$ cat src/rtl/cpu_dbus_wb_master.sv
// Wishbone classic master for the MiniMIPS32 memory-stage data port.
// Turns a single-cycle ce/we/sel/addr/data request into one bus cycle,
// stalls the pipeline until it terminates, and aborts on a bus timeout.
module cpu_dbus_wb_master #(
  parameter int unsigned TIMEOUT_CYCLES = 255,
  parameter int unsigned CNT_W          = 8
) (
  input  logic        wb_clk_i,
  input  logic        wb_rst_i,
  input  logic        cpu_ce_i,
  input  logic        cpu_we_i,
  input  logic [3:0]  cpu_sel_i,
  input  logic [31:0] cpu_addr_i,
  input  logic [31:0] cpu_data_i,
  output logic [31:0] cpu_data_o,
  output logic        stallreq_o,
  input  logic        stall_i,
  input  logic        flush_i,
  output logic        bus_err_o,
  output logic        wb_cyc_o,
  output logic        wb_stb_o,
  output logic        wb_we_o,
  output logic [31:0] wb_adr_o,
  output logic [31:0] wb_dat_o,
  output logic [3:0]  wb_sel_o,
  input  logic [31:0] wb_dat_i,
  input  logic        wb_ack_i
);

  typedef enum logic [1:0] {
    IDLE       = 2'd0,
    BUSY       = 2'd1,
    WAIT_STALL = 2'd2
  } state_t;

  localparam logic [CNT_W-1:0] CNT_LAST = CNT_W'(TIMEOUT_CYCLES - 1);

  state_t           state;
  logic [CNT_W-1:0] cnt;
  logic [31:0]      rd_buf;

  logic busy_flush;
  logic term_ack;
  logic term_to;
  logic accept;

  // Termination conditions; flush outranks ack, ack outranks timeout
  always_comb begin
    accept     = cpu_ce_i && !flush_i;
    busy_flush = (state == BUSY) && flush_i;
    term_ack   = (state == BUSY) && !flush_i && wb_ack_i;
    term_to    = (state == BUSY) && !flush_i && !wb_ack_i && (cnt == CNT_LAST);
  end

  // Pipeline-facing outputs, valid in the same cycle as the bus event
  always_comb begin
    stallreq_o = 1'b0;
    cpu_data_o = 32'h0;
    bus_err_o  = 1'b0;
    case (state)
      IDLE: begin
        // Gated by reset so the stall drops immediately while reset is held
        stallreq_o = wb_rst_i && accept;
      end
      BUSY: begin
        stallreq_o = !(busy_flush || term_ack || term_to);
        if (term_ack && !wb_we_o) begin
          cpu_data_o = wb_dat_i;
        end
        bus_err_o = term_to;
      end
      WAIT_STALL: begin
        cpu_data_o = rd_buf;
      end
      default: begin
        stallreq_o = 1'b0;
      end
    endcase
  end

  // Bus cycle FSM with registered Wishbone outputs
  always_ff @(posedge wb_clk_i or negedge wb_rst_i) begin
    if (!wb_rst_i) begin
      state    <= IDLE;
      cnt      <= '0;
      rd_buf   <= 32'h0;
      wb_cyc_o <= 1'b0;
      wb_stb_o <= 1'b0;
      wb_we_o  <= 1'b0;
      wb_adr_o <= 32'h0;
      wb_dat_o <= 32'h0;
      wb_sel_o <= 4'h0;
    end else begin
      case (state)
        IDLE: begin
          if (accept) begin
            wb_cyc_o <= 1'b1;
            wb_stb_o <= 1'b1;
            wb_we_o  <= cpu_we_i;
            wb_adr_o <= cpu_addr_i;
            wb_dat_o <= cpu_data_i;
            wb_sel_o <= cpu_sel_i;
            cnt      <= '0;
            state    <= BUSY;
          end
        end
        BUSY: begin
          if (busy_flush || term_ack || term_to) begin
            wb_cyc_o <= 1'b0;
            wb_stb_o <= 1'b0;
            wb_we_o  <= 1'b0;
            wb_adr_o <= 32'h0;
            wb_dat_o <= 32'h0;
            wb_sel_o <= 4'h0;
            if (busy_flush) begin
              state <= IDLE;
            end else begin
              rd_buf <= (term_ack && !wb_we_o) ? wb_dat_i : 32'h0;
              state  <= stall_i ? WAIT_STALL : IDLE;
            end
          end else begin
            cnt <= cnt + CNT_W'(1);
          end
        end
        WAIT_STALL: begin
          if (!stall_i || flush_i) begin
            state <= IDLE;
          end
        end
        default: begin
          state <= IDLE;
        end
      endcase
    end
  end

endmodule
$ cat config.mk
export PLATFORM = sky130hd
export DESIGN_NAME = cpu_dbus_wb_master
export DESIGN_NICKNAME = d
export VERILOG_FILES = /design/src/rtl/cpu_dbus_wb_master.sv
export SDC_FILE = /design/constraint.sdc
export NUM_CORES = 1
export LEC_CHECK = 0
export BUFFER_PORTS_ARGS = -buffer_cell sky130_fd_sc_hd__clkbuf_2
export CAP_MARGIN = 40
export CORE_MARGIN = 5
export CORE_UTILIZATION = 48
export CTS_CLUSTER_DIAMETER = 200
export DETAILED_ROUTE_END_ITERATION = 10
export GPL_ROUTABILITY_DRIVEN = 0
export GPL_TIMING_DRIVEN = 0
export PLACE_DENSITY = 0.85
export SYNTH_ARGS = -nofsm -noshare
export SYNTH_HDL_FRONTEND = slang
export SYNTH_SLANG_ARGS = --single-unit
$ cat constraint.sdc
create_clock -name wb_clk_i -period 2.02 [get_ports wb_clk_i]
set_input_delay 0.303 -clock wb_clk_i [delete_from_list [all_inputs] [get_ports wb_clk_i]]
set_output_delay 0.303 -clock wb_clk_i [all_outputs]
set_load 0.02 [all_outputs]
; Yosys cells after proc, flatten, opt, wreduce, memory -nomap -nowiden
; Cells that the tools add are included.
[word_totals]
regBits = 112
out_inout_bits = 105
wordCells = 65
[classes]
add_sub_neg = 1
eq_ne = 7
muxes = 26
bitwise_logic = 1
reduce_logical = 22
[ops]
columns = operator, count
row1 = one-hot mux 32 bit (2 select lines), 3
row2 = two-way mux 32 bit, 4
row3 = two-way mux 8 bit, 2
row4 = one-hot mux 8 bit (2 select lines), 1
row5 = AND reduction 3 bit, 4
row6 = two-way mux 2 bit, 5
row7 = "adder 8 x 1 -> 8 bit, second input constant", 1
row8 = "equality test 8 bit, second input constant", 1
row9 = logical AND 1 bit, 8
row10 = two-way mux 4 bit, 2
row11 = one-hot mux 4 bit (2 select lines), 1
row12 = "!= test 2 bit, second input constant", 3
row13 = one-hot mux 1 bit (2 select lines), 3
row14 = one-hot mux 2 bit (3 select lines), 1
row15 = zero test 1 bit, 5
row16 = two-way mux 1 bit, 4
row17 = logical OR 1 bit, 3
row18 = "equality test 2 x 1 -> 1 bit, second input constant", 1
row19 = "equality test 2 bit, second input constant", 1
row20 = zero test 2 bit, 1
row21 = "!= test 2 x 1 -> 1 bit, second input constant", 1
row22 = nonzero test 2 bit, 1
row23 = NOT 1 bit, 1

; Longest topological paths before layout
[depth]
ltp_word = 7
depth_mapped = 8

; Least setup slack after synthesis
; Ideal clock, no wire load.
[synth_timing]
path_type = flip-flop to output port
from = register state[1]
to = output port cpu_data_o[30]
arrival_time_ps = 1724
required_time_ps = 1717
path_slack_ps = -7
stages_incl_launch_ff = 9
n_path_buf = 2
cell_sequence = dfrtp_1 -> inv_1 -> ha_1 -> nand2b_1 -> nor3b_1 -> buf_2 -> buf_4 -> a22oi_1 -> nor2b_1
[synth_via]
elab_chain_len = 6
elab_cells_between_ends = 7
[synth_lines]
columns = element, line_no
row1 = "start, declared", 38  ; state_t state;
row2 = "start signal, assigned", 119  ; state <= stall_i ? WAIT_STALL : IDLE;
row3 = equality test 2 x 1 -> 1 bit, "51, 60"
row4 = logical AND 1 bit (2 in a row), 51  ; term_ack = (state == BUSY) && !flush_i && wb_ack_i;
row5 = logical AND 1 bit, 67  ; if (term_ack && !wb_we_o) begin
row6 = two-way mux 32 bit, 67
row7 = one-hot mux 32 bit (2 select lines) *, 60  ; case (state)
row8 = "end, declared", 15  ; output logic [31:0] cpu_data_o,
; Mark *: on every way between the ends. The rest lies on a longest branch, timed or not.

; Worst setup path after layout
[layout_timing]
from = register state[1]
to = output port cpu_data_o[8]
; The elaborated chain is that of the path after synthesis.

==> implementation parameters <==
Parameter                              Value

Cells and area
  Final #Nets ... 731
  Area delta synth->final ... 42.8%
  Util after Layout ... 70.9%
  Share of cells above drive strength 1 ... 54.8%

Worst setup path
  Setup slack on the worst flop-to-flop path ... 0.09 ns
  Type of destination of the critical path ... primary output
  WP data required ... 1.72 ns
  Arrival time at the worst endpoint ... 2.08 ns
  Cell depth of the worst flop-to-flop path ... 8
  Startpoint of the worst-slack reg-to-reg timing path ... state[1]
  Worst setup SP type ... flop
  Worst-path maximum fanout ... 4
  Worst R2R End ... cnt[1]
  Classification of the worst setup path ... reg2out

Die
  Core box area ... 9860 sq um
  Die outline area ... 12300 sq um
  I/O pin total ... 212
  Floorplan die width ... 111 um
  Starting Density ... 49.7%
  Number of placement rows ... 36
  Die Height ... 111 um

Detailed routing
  Number of DRC markers after the initial detailed-route iteration ... 229
  Number of iterations in the first detailed-routing pass ... 5
  Highest routed layer ... met4
  DR vias ... 4432
  Antenna viol nets, final ... 0
  Post-Route WL ... 15700 um
  Routed length on met1 ... 6080 um
  Number of vias per cell ... 5.85
  Met3 wire length ... 938 um
  Met2 Routed Length ... 8100 um
  Average routed wire per standard cell ... 20.7 um
  Count of unresolved DRC violations after routing ... 0

Synthesis
  Distinct cells, synth ... 46
  Xor and xnor fraction of the mapped netlist area ... 0.536%
  Post-synthesis share of cell area spent on full adders, half adders and majority gates ... 1.28%
  Gate count of the mapped netlist ... 383
  Share of flip-flops with an asynchronous set or reset after synthesis ... 100%
  Multiplexer share of the synthesized area ... 0.536%
  Register area share after synthesis ... 57.2%
  Biggest area contributors in the synthesized netlist ... dfrtp_1 (57%), a22o_1 (18%), a22oi_1 (4.9%), nor2b_1 (4.2%), buf_6 (1.6%)
  Largest family of logic cells by synthesized area ... compound AO/OA/AOI/OAI gates
  Cell type contributing the most total cell area after synthesis ... dfrtp_1
  Share of the synthesized area in the top cell type ... 57.2%
  Most common flop cell mapped by yosys ... dfrtp_1
  Syn Nets ... 495
  Yosys reg bits ... 112
  Post-synthesis share of cell area spent on and, or, nand and nor gates ... 9.40%
  Post-Synthesis Mean Instance Area ... 12.8 sq um
  Number of flops mapped to enable cells by yosys ... 0
  Combined area of all synthesized cells ... 4900 sq um
  Warnings from Yosys ... 0
  Compound-gate portion of the synthesized area ... 26.1%

Clock tree
  # hold bufs at CTS ... 0
  H-tree depth reported by CTS ... 3
  Clock buffer count from CTS ... 9
  TritonCTS clock tree ... yes
  CTS root buffer ... clkbuf_8
  Post-CTS clock slew at the launch and capture registers of the worst setup and hold paths ... 0.12 ns
  Clock network latency to the later pin of the worst-skew pair ... 0.38 ns
  Largest buffer count on any clock path ... 2
  Number of clock sinks ... 112

GRT
  Wire length of the first global-routing pass ... 23900 um
  Total global routing overflow ... 0
  Total track usage ... 23.8%
  Maximum number of pins on one net before global-route repair ... 114
  Number of antenna violations at the first check in global routing ... 1
  Vias in the first global route ... 4572

Power
  Internal power summed over all cells ... 0.00577 W
  Ratio of total power to cell area ... 1400 nW/um^2
  Switching Fraction ... 41.3%
  Static leakage ... 3.56 nW
  Portion of total power attributed to sequential cells ... 40.2%
  Switch Pwr ... 0.00406 W
  Maximum vdd drop ... 0.843 mV
  Power share of the combinational group ... 46.3%
  Relative contribution of the clock network to total power ... 13.5%

Run status
  Status ... complete, but fails checks
  Failing checks ... setup timing

Timing
  Slew at the pin closest to its max-slew limit ... 0.890 ns
  RSZ-0062 raised after global routing ... yes
  Final setup fails ... 33
  Hold Slack ... 0.0195 ns
  Fraction of the cycle the final worst path needs ... 118%
  Final worst-path setup slack ... -0.358 ns
  Highest achievable clock rate ... 420 MHz
  Worst rel slew slack ... 40.7%
  TNS Setup ... -8.51 ns
  Final Max Slew Viols ... 0
  Time the final worst path needs with I/O delays and setup ... 2.38 ns
  Post-Route Skew ... 0.0181 ns
  Final hold violation count ... 0

Worst hold path
  Worst min-delay path class ... in2async

Placement
  Buffers on Ports ... 209
  Half-perimeter wire length of the detailed placement result ... 10600 um

Flow run
  Number of maximum-capacitance constraint violations ... 0
-- synth_stat cells, types with 4 or more instances --
master    count
a22oi_1      32
dfrtp_1     112
ha_1          5
nor2_1        6
a22o_1      101
a21oi_1       5
buf_2        13
nor2b_1      33
buf_4         8
nand2_1       5
buf_6         7
o21ai_0       4
clkbuf_1      7
-- metrics by stage --
stage                     worst slack (ns)  area [sq um]  std cells  total power [W]
after CTS                           -0.282          6770        749          0.00960
after global routing                -0.455          7000        758           0.0103
after detailed placement            -0.340          6190        725          0.00807
final                               -0.358          7000        758          0.00982
after floorplan                    0.00476          4960        383          0.00654
after global placement               -1.16          6180        725          0.00792
-- registers in the layout, summed over array words and instances, names as in the netlist --
signal / flops
wb_we_o: 1
wb_stb_o: 1
wb_dat_o: 32
rd_buf: 32
cnt: 8
wb_sel_o: 4
wb_adr_o: 32
state: 2
-- cells in the final DEF, fill, tap and decap left out, types with 3 or more instances in the layout --
master    netlist  final
clkbuf_4        0      7
a22oi_2         0     18
nor2b_1        33      7
a22oi_1        32     14
dfrtp_1       112    112
o21ai_0         4      4
nor2_1          6      6
nor2b_2         0     26
a22o_1        101    101
clkbuf_2        0    175
buf_2          13     13
buf_6           7     13
a21oi_1         5      5
clkbuf_8        0     32
buf_4           8     25
nor3b_4         0      3
nand2_1         5      4
-- power by group through the flow --
stage	Clock (W)	Sequential, W	Combinational (W)
final	0.00132	0.00395	0.00455
after global routing	0.00144	0.00405	0.00483
after CTS	0.00134	0.00389	0.00436
after detailed placement	0	0.00387	0.00420
after global placement	0	0.00386	0.00406
after floorplan	0	0.00463	0.00191
-- cell families (layout without fill, tap and decap cells) --
group,count (synthesis),count (layout)
AO/OA/AOI/OAI,154,154
flip-flops,112,112
AND/OR/NAND/NOR,69,69
buffers and inverters,38,279
adder cells (fa/ha/maj),5,5
XOR/XNOR,3,3
multiplexers,2,2
other,0,1
-- final cells by class --
class                   instances  area, sq um
clock inverters                 7         70.1
flip-flops and latches        112         2800
plain buffers                  34          269
fillers                       673         2870
diodes                          1         2.50
inverters                       3         11.3
multi-input cells             233         2100
repair buffers                226         1460
clock buffers                   9          124
well taps                     133          166
-- routing by layer --
layer  vias to the layer above  track usage [%]
met1                      2237             29.8
li1                       1934                -
met2                       215             40.1
met4                         0             10.5
met5                         -                0
met3                        46             4.86
-- worst max-delay path: stages (launching register included) --
cell,delay (ns)
dfrtp_1,0.41
inv_2,0.09
ha_4,0.15
nand2b_4,0.06
nor3b_4,0.22
buf_4,0.19
clkbuf_16,0.14
a22oi_1,0.09
nor2b_2,0.17
clkbuf_8,0.16
-- worst max-delay path by stage --
stage	from	to	slack, ns	cells past startpoint
global placement	wb_rst_i	stallreq_o	-1.16	4
CTS	state[1]	cpu_data_o[28]	-0.28	9
floorplan	state[1]	cpu_data_o[27]	0.005	8
global route	state[1]	cpu_data_o[8]	-0.45	9
detailed placement	state[1]	cpu_data_o[25]	-0.34	9
finish	state[1]	cpu_data_o[8]	-0.36	9
-- what timing repair did --
item | 4_1_cts | 5_1_grt
gates cloned | 1 | 3
setup buffers | 8 | 6
endpoints found under the setup margin | 34 | 97
resized for setup | 84 | 40
pin swaps | 3 | 6
Note: power is estimated with default switching activity, not from simulation.
